===== src/rtl/mux_nto1_pipe.sv =====
// N-source registered selector with valid/ready handshakes; fixed-select or round-robin mode.
// Optional even-parity output out_par is built when MUX_PARITY_EN is defined.
module mux_nto1_pipe #(
    parameter  int WIDTH = 32,
    parameter  int NSRC  = 4,
    localparam int SELW  = $clog2(NSRC)
) (
    input  logic                  clk,
    input  logic                  rst_n,
    input  logic                  mode,
    input  logic [SELW-1:0]       sel,
    input  logic                  flush,
    input  logic [NSRC*WIDTH-1:0] src_data,
    input  logic [NSRC-1:0]       src_valid,
    output logic [NSRC-1:0]       src_ready,
    output logic [WIDTH-1:0]      out_data,
    output logic [SELW-1:0]       out_src,
    output logic                  out_valid,
    input  logic                  out_ready
`ifdef MUX_PARITY_EN
    ,
    output logic                  out_par
`endif
);

    logic              load_en;
    logic [NSRC-1:0]   cand;
    logic [NSRC-1:0]   grant;
    logic              xfer;
    logic [SELW-1:0]   xfer_idx;
    logic [WIDTH-1:0]  xfer_data;
    logic [SELW-1:0]   rr_ptr;
    logic [SELW:0]     sum;
    logic [SELW-1:0]   idx;
    logic              found;

    always_comb begin
        load_en = (!out_valid || out_ready) && !flush;
        cand    = '0;
        found   = 1'b0;
        sum     = '0;
        idx     = '0;
        if (!mode) begin
            // out-of-range sel matches no bit, leaving cand empty
            for (int i = 0; i < NSRC; i++) begin
                if (sel == SELW'(i)) cand[i] = 1'b1;
            end
        end else begin
            // search starts one past the last granted source, wrapping at NSRC
            for (int k = 1; k <= NSRC; k++) begin
                sum = {1'b0, rr_ptr} + (SELW+1)'(k);
                if (sum >= (SELW+1)'(NSRC)) sum = sum - (SELW+1)'(NSRC);
                idx = sum[SELW-1:0];
                if (!found && src_valid[idx]) begin
                    cand      = '0;
                    cand[idx] = 1'b1;
                    found     = 1'b1;
                end
            end
        end
    end

    assign src_ready = load_en ? cand : '0;
    assign grant     = src_valid & src_ready;
    assign xfer      = |grant;

    always_comb begin
        xfer_idx  = '0;
        xfer_data = '0;
        for (int i = 0; i < NSRC; i++) begin
            if (grant[i]) begin
                xfer_idx  = SELW'(i);
                xfer_data = src_data[i*WIDTH +: WIDTH];
            end
        end
    end

    always_ff @(posedge clk) begin
        if (!rst_n) begin
            out_valid <= 1'b0;
            out_data  <= '0;
            out_src   <= '0;
            rr_ptr    <= SELW'(NSRC - 1);
        end else if (flush) begin
            out_valid <= 1'b0;
        end else if (xfer) begin
            out_valid <= 1'b1;
            out_data  <= xfer_data;
            out_src   <= xfer_idx;
            if (mode) rr_ptr <= xfer_idx;
        end else if (out_ready) begin
            out_valid <= 1'b0;
        end
    end

`ifdef MUX_PARITY_EN
    always_ff @(posedge clk) begin
        if (!rst_n)    out_par <= 1'b0;
        else if (xfer) out_par <= ^xfer_data;
    end
`endif

endmodule


===== config.mk =====
export PLATFORM = sky130hd
export DESIGN_NAME = mux_nto1_pipe
export DESIGN_NICKNAME = d
export VERILOG_FILES = /design/src/rtl/mux_nto1_pipe.sv
export SDC_FILE = /design/constraint.sdc
export NUM_CORES = 1
export LEC_CHECK = 0
export CAP_MARGIN = 15
export CORE_UTILIZATION = 37
export CTS_BUF_LIST = sky130_fd_sc_hd__clkbuf_2 sky130_fd_sc_hd__clkbuf_4 sky130_fd_sc_hd__clkbuf_8
export DETAILED_ROUTE_END_ITERATION = 7
export HOLD_SLACK_MARGIN = 0.02
export MAX_ROUTING_LAYER = met4
export PLACE_DENSITY = 0.82
export SETUP_SLACK_MARGIN = 0.05
export SLEW_MARGIN = 30
export SYNTH_ARGS = -nofsm -noshare
export SYNTH_HDL_FRONTEND = slang
export SYNTH_SLANG_ARGS = --single-unit

===== constraint.sdc =====
create_clock -name clk -period 4.6 [get_ports clk]
set_input_delay 0.69 -clock clk [delete_from_list [all_inputs] [get_ports clk]]
set_output_delay 0.69 -clock clk [all_outputs]
set_load 0.05 [all_outputs]

# ---- After elaboration in Yosys (flattened, before gate mapping)
# Index checks and enable logic that the tools add are counted.
dict set report classes {
  add_sub_neg 8
  mul 0
  div 0
  n_lt_le_gt_ge 12
  eq_ne 3
  shifts 0
  mux 49
  n_bitwise 3
  reduce_logical 20
}
# operator count
set op_table {}
lappend op_table {{$mux 32} 4}
lappend op_table {{$mux 4} 6}
lappend op_table {{$mux 1} 21}
lappend op_table {{$mux 2} 10}
lappend op_table {{$ge 3x3->1 const B} 4}
lappend op_table {{$lt 2x3->1 const B} 4}
lappend op_table {{$bmux 1 s2} 4}
lappend op_table {{$demux 1 s2} 4}
lappend op_table {{$ge 2x1->1 const B} 4}
lappend op_table {{$logic_and 1x1->1} 8}
lappend op_table {{$sub 2x1->2 const B} 4}
lappend op_table {{$add 2x2->3 const B} 2}
lappend op_table {{$logic_not 1->1} 5}
lappend op_table {{$and 4x4->4} 1}
lappend op_table {{$eq 2x2->1 const B} 2}
lappend op_table {{$reduce_or 4->1} 1}
lappend op_table {{$add 2x1->3 const B} 1}
lappend op_table {{$add 2x3->3 const B} 1}
lappend op_table {{$reduce_and 3->1} 1}
lappend op_table {{$eq 2x1->1 const B} 1}
lappend op_table {{$logic_not 2->1} 1}
lappend op_table {{$not 1->1} 2}
lappend op_table {{$reduce_and 2->1} 1}
lappend op_table {{$reduce_bool 2->1} 1}
lappend op_table {{2 further kinds} 2}
dict set report word_totals {
  reg_bits 37
  latch_bits 0
  mem_bits_rw 0
  mem_bits_ro 0
  output_inout_bits 39
  wordCells 99
  mem_count 0
}

# ---- Depth between registers and ports, before layout
dict set report depth {
  ltp_word 26
  mapped_depth 15
}

# ---- Worst setup path after synthesis
# No wires, ideal clock.
dict set report synth_timing {
  kind {register to output}
  from {reg rr_ptr[1]}
  to {out src_ready[1]}
  t_arrival_ns 3.122
  required_time_ns 3.910
  path_slack_ns 0.788
  stages_incl_launch_ff 10
  n_path_buf 2
  path_cell_list {dfxtp_1 > clkbuf_1 > inv_1 > ha_1 > mux4_2 > buf_4 > nor4b_4 > a21oi_1 > o31a_1 > nor3_1}
}
dict set report synth_via {
  elab_chain_cells 21
  word_cells_on_any_way 66
  classes_between {add/sub: 8; order compare: 12; mux: 36; reduce/logical: 10}
}
# element line_no
set synth_rtl {}
lappend synth_rtl {{from (decl)} 32} ;# logic [SELW-1:0] rr_ptr;
lappend synth_rtl {{from (signal assigned)} 83} ;# rr_ptr <= SELW'(NSRC - 1);
lappend synth_rtl {{from (signal assigned)} 90} ;# if (mode) rr_ptr <= xfer_idx;
lappend synth_rtl {{$add 2x1->3} 51} ;# sum = {1'b0, rr_ptr} + (SELW+1)'(k);
lappend synth_rtl {{$ge 3x3->1 / $sub 2x1->2 (equally long branches)} 52} ;# if (sum >= (SELW+1)'(NSRC)) sum = sum - (SELW+1)'(NSRC);
lappend synth_rtl {{$mux 2} 52}
lappend synth_rtl {{$mux 2} 43} ;# if (!mode) begin
lappend synth_rtl {{$bmux 1 s2} 54} ;# if (!found && src_valid[idx]) begin
lappend synth_rtl {{$mux 1 (not written as such)} 54}
lappend synth_rtl {{$mux 1} 54}
lappend synth_rtl {{$mux 1} 43}
lappend synth_rtl {{[... 5 more ...]} -}
lappend synth_rtl {{$logic_and 1x1->1} 54}
lappend synth_rtl {{$mux 1} 54}
lappend synth_rtl {{$mux 1} 43}
lappend synth_rtl {{$logic_not 1->1} 54}
lappend synth_rtl {{$logic_and 1x1->1} 54}
lappend synth_rtl {{$mux 4 (*)} 54}
lappend synth_rtl {{$mux 4 (*)} 43}
lappend synth_rtl {{$mux 4 (*)} 63} ;# assign src_ready = load_en ? cand : '0;
lappend synth_rtl {{to (decl)} 15} ;# output logic [NSRC-1:0] src_ready,
# Every way passes the cells marked *; elsewhere a longest branch is shown, timed or not. The select of a mux whose other input is x is not followed.

# ---- Worst setup path in the final report
dict set report layout_timing {
  from {reg rr_ptr[0]}
  to {out src_ready[1]}
}
# Same word-level chain as after synthesis.

==> impl_metrics.toml <==
[status]
status = "finished, final reports clean"

[clock_tree]
clock_latency_ns = 0.29
clockRootBuffer = "clkbuf_8"
cts_tree = "yes"
numCtsBuffers = 5
clockBufferDepth = 2
cts_hold_buf = 0
clkTransAtPathRegs_ns = 0.07
cts_resized = 0
postCtsSetupRepairBufs = 0
h-tree-depth = 2
cts_num_sinks = 37

[yosys]
synth_area_per_cell_um2 = 8.42
synth_area_um2 = 2700
syn-instance-count = 320
ys_types = 36
yosys_warnings = 0
yosysSeqAreaShare_pct = 27.5
ys_seq_elements = 37
synth_nets = 467

[placement]
port_buffers = 177
place_area_um2 = 4490
dp.cells = 568
globalplace.congestion = 0.948
hpwlAfterDp_um = 7170

[sta]
setup_tns_ns = 0
worst_pin_slew_ns = 0.862
maxSlewViolCount = 0
post-route-min-period_ns = 4.28
slew_headroom_pct = 42.3
hold_viol = 0
setup_violations = 0
grt_setup_unrepaired = "no"
finalClockSkew_ns = 0.00826
clock.fmax_mhz = 234
timing.final.crit_share_pct = 93.1

[critical_path]
critPathMaxFanout = 9
cp_num_buf_inv = 2
crit_path_start_kind = "flip-flop"
end_kind = "output port"
crit_family = "buffers and inverters"
cpPeakStageDelay_ns = 0.84
crit_arrival_ns = 3.59
critPathSlowestCell = "clkdlybuf4s50_1"
path_cells = "inv_1 > ha_1 > mux4_2 > nor4b_4 > a21oi_1 > o31a_1 > nor3_1 > clkdlybuf4s50_1"
cp.required_ns = 3.91
critPathKind = "reg2out"

[floorplanning]
die_y_um = 87.3
start_util_pct = 39.0
dieWidth_um = 87.3
num_rows = 30
fp.coreArea_um2 = 6910
dieArea_um2 = 7630
io_pins = 178

[run]
maxCapViolCount = 0

[route]
ant_nets = 0
initialDrtViolationCount = 102
vias = 3229
drc = 0
drt_pass1_iterations = 5
wirelength_um = 9750
wl_per_cell_um = 16.9
avgViaCountPerCell = 5.60

[finish]
mostFrequentLayoutCell = "clkdlybuf4s50_1"
final_area_um2 = 4580
final_cells = 577
num-fill-cells = 600
num-nets-final = 627
num_antenna_cells = 0
area_growth_pct = 70.1
final_cell_mix = "clkdlybuf4s50_1, dfxtp_1, a21o_1, o21ai_0"
drive_above_1_share_pct = 6.24

[min_path]
hp-class = "reg2reg"

[power_and_ir_drop]
power_w = 0.00116
power_density_nw_per_um2 = 254
ir_drop_mv = 0.0994
power.leakage_nw = 1.87

[global_routing]
grt_max_degree = 70
grt.overflow.total = 0
grt_first_pass_wirelength_um = 14900
grt_antenna_before_repair = 0
grt_pass1_vias = 3204
grt_usage_pct = 26.0
==> path summary, 6_finish.rpt <==
check	from	end	slack, ns	depth (start not counted)
worst max-delay path	rr_ptr[0]	src_ready[1]	0.32	8
worst min register to register	out_data[27]	out_data[27]	0.47	2
worst min-delay path	out_data[27]	out_data[27]	0.47	2
worst max register to register	rr_ptr[0]	out_data[30]	0.55	11
==> cells by family after synthesis <==
| family | Yosys count | synth area share, % |
|---|---|---|
| buf+inv | 42 | 7.52 |
| flops | 37 | 27.5 |
| compound gates | 156 | 40.5 |
| fa+ha+maj | 8 | 3.71 |
| mux | 11 | 5.99 |
| simple gates | 66 | 14.8 |
==> synth_stat cells, drive strengths merged <==
cell    instances  area (µm²)
a211oi          2        15.0
a21o           36         270
a21oi          11        55.1
a221oi         32         280
and2            1        6.26
and3            1        6.26
buf            16         105
clkbuf         18        67.6
clkinv          1        3.75
dfxtp          37         741
ha              8         100
inv             7        26.3
mux2            1        11.3
mux2i           6        60.1
mux4            4        90.1
nand2           3        11.3
nand2b          4        25.0
nand3          32         160
nor2            9        33.8
nor2b           6        37.5
nor3            2        15.0
nor3b           3        38.8
nor4            3        33.8
nor4b           1        23.8
o21a            2        15.0
o21ai          38         190
o31a            3        26.3
o31ai          32         240
or2             1        6.26
==> layout make-up <==
class	instances	area (µm²)	area share [%]
timing repair buffer	187	1840	40.2
multi-input combinational	241	1760	38.5
sequential	37	741	16.2
tap	96	120	2.62
clock buffer	6	76.3	1.66
inverter	8	30.0	0.655
clock inverter	2	10.0	0.218
==> sequential cells by signal (all words and copies together) (netlist names) <==
signal,flops
out_data,32
out_src,2
out_valid,1
rr_ptr,2
==> per-stage QoR <==
step / hold slack (ns) / setup WS (ns) / util, %
2_1_floorplan: 0.689 / 0.788 / -
3_3_place_gp: 0.455 / 0.367 / 65.0
3_5_place_dp: 0.462 / 0.326 / 65.0
4_1_cts: 0.472 / 0.286 / 66.2
5_1_grt: 0.498 / 0.115 / 66.4
6_report: 0.470 / 0.319 / 66.4
==> where the power goes <==
group	internal (W)	switching (W)	total (W)	leakage [nW]
logic	0.000265	0.000308	0.000572	1.52
clock network	0.000111	0.000117	0.000228	0.0484
registers	0.000348	0.0000169	0.000365	0.301
total	0.000724	0.000441	0.00116	1.87
==> per-layer routing <==
| metal | part of all wire, % | wire length [µm] | global-route usage, % |
|---|---|---|---|
| met5 | 0 | 0 | - |
| met2 | 53 | 5190 | 46.0 |
| met4 | 2.1 | 204 | 9.39 |
| met1 | 39 | 3780 | 29.0 |
| met3 | 6.0 | 580 | 5.31 |
==> tightest hold or removal path, cell delays in order, from the launching register on <==
cell	delay (ns)
dfxtp_1	0.31
nand3_1	0.06
o31ai_1	0.06
Power figures use the tool's default switching activity.
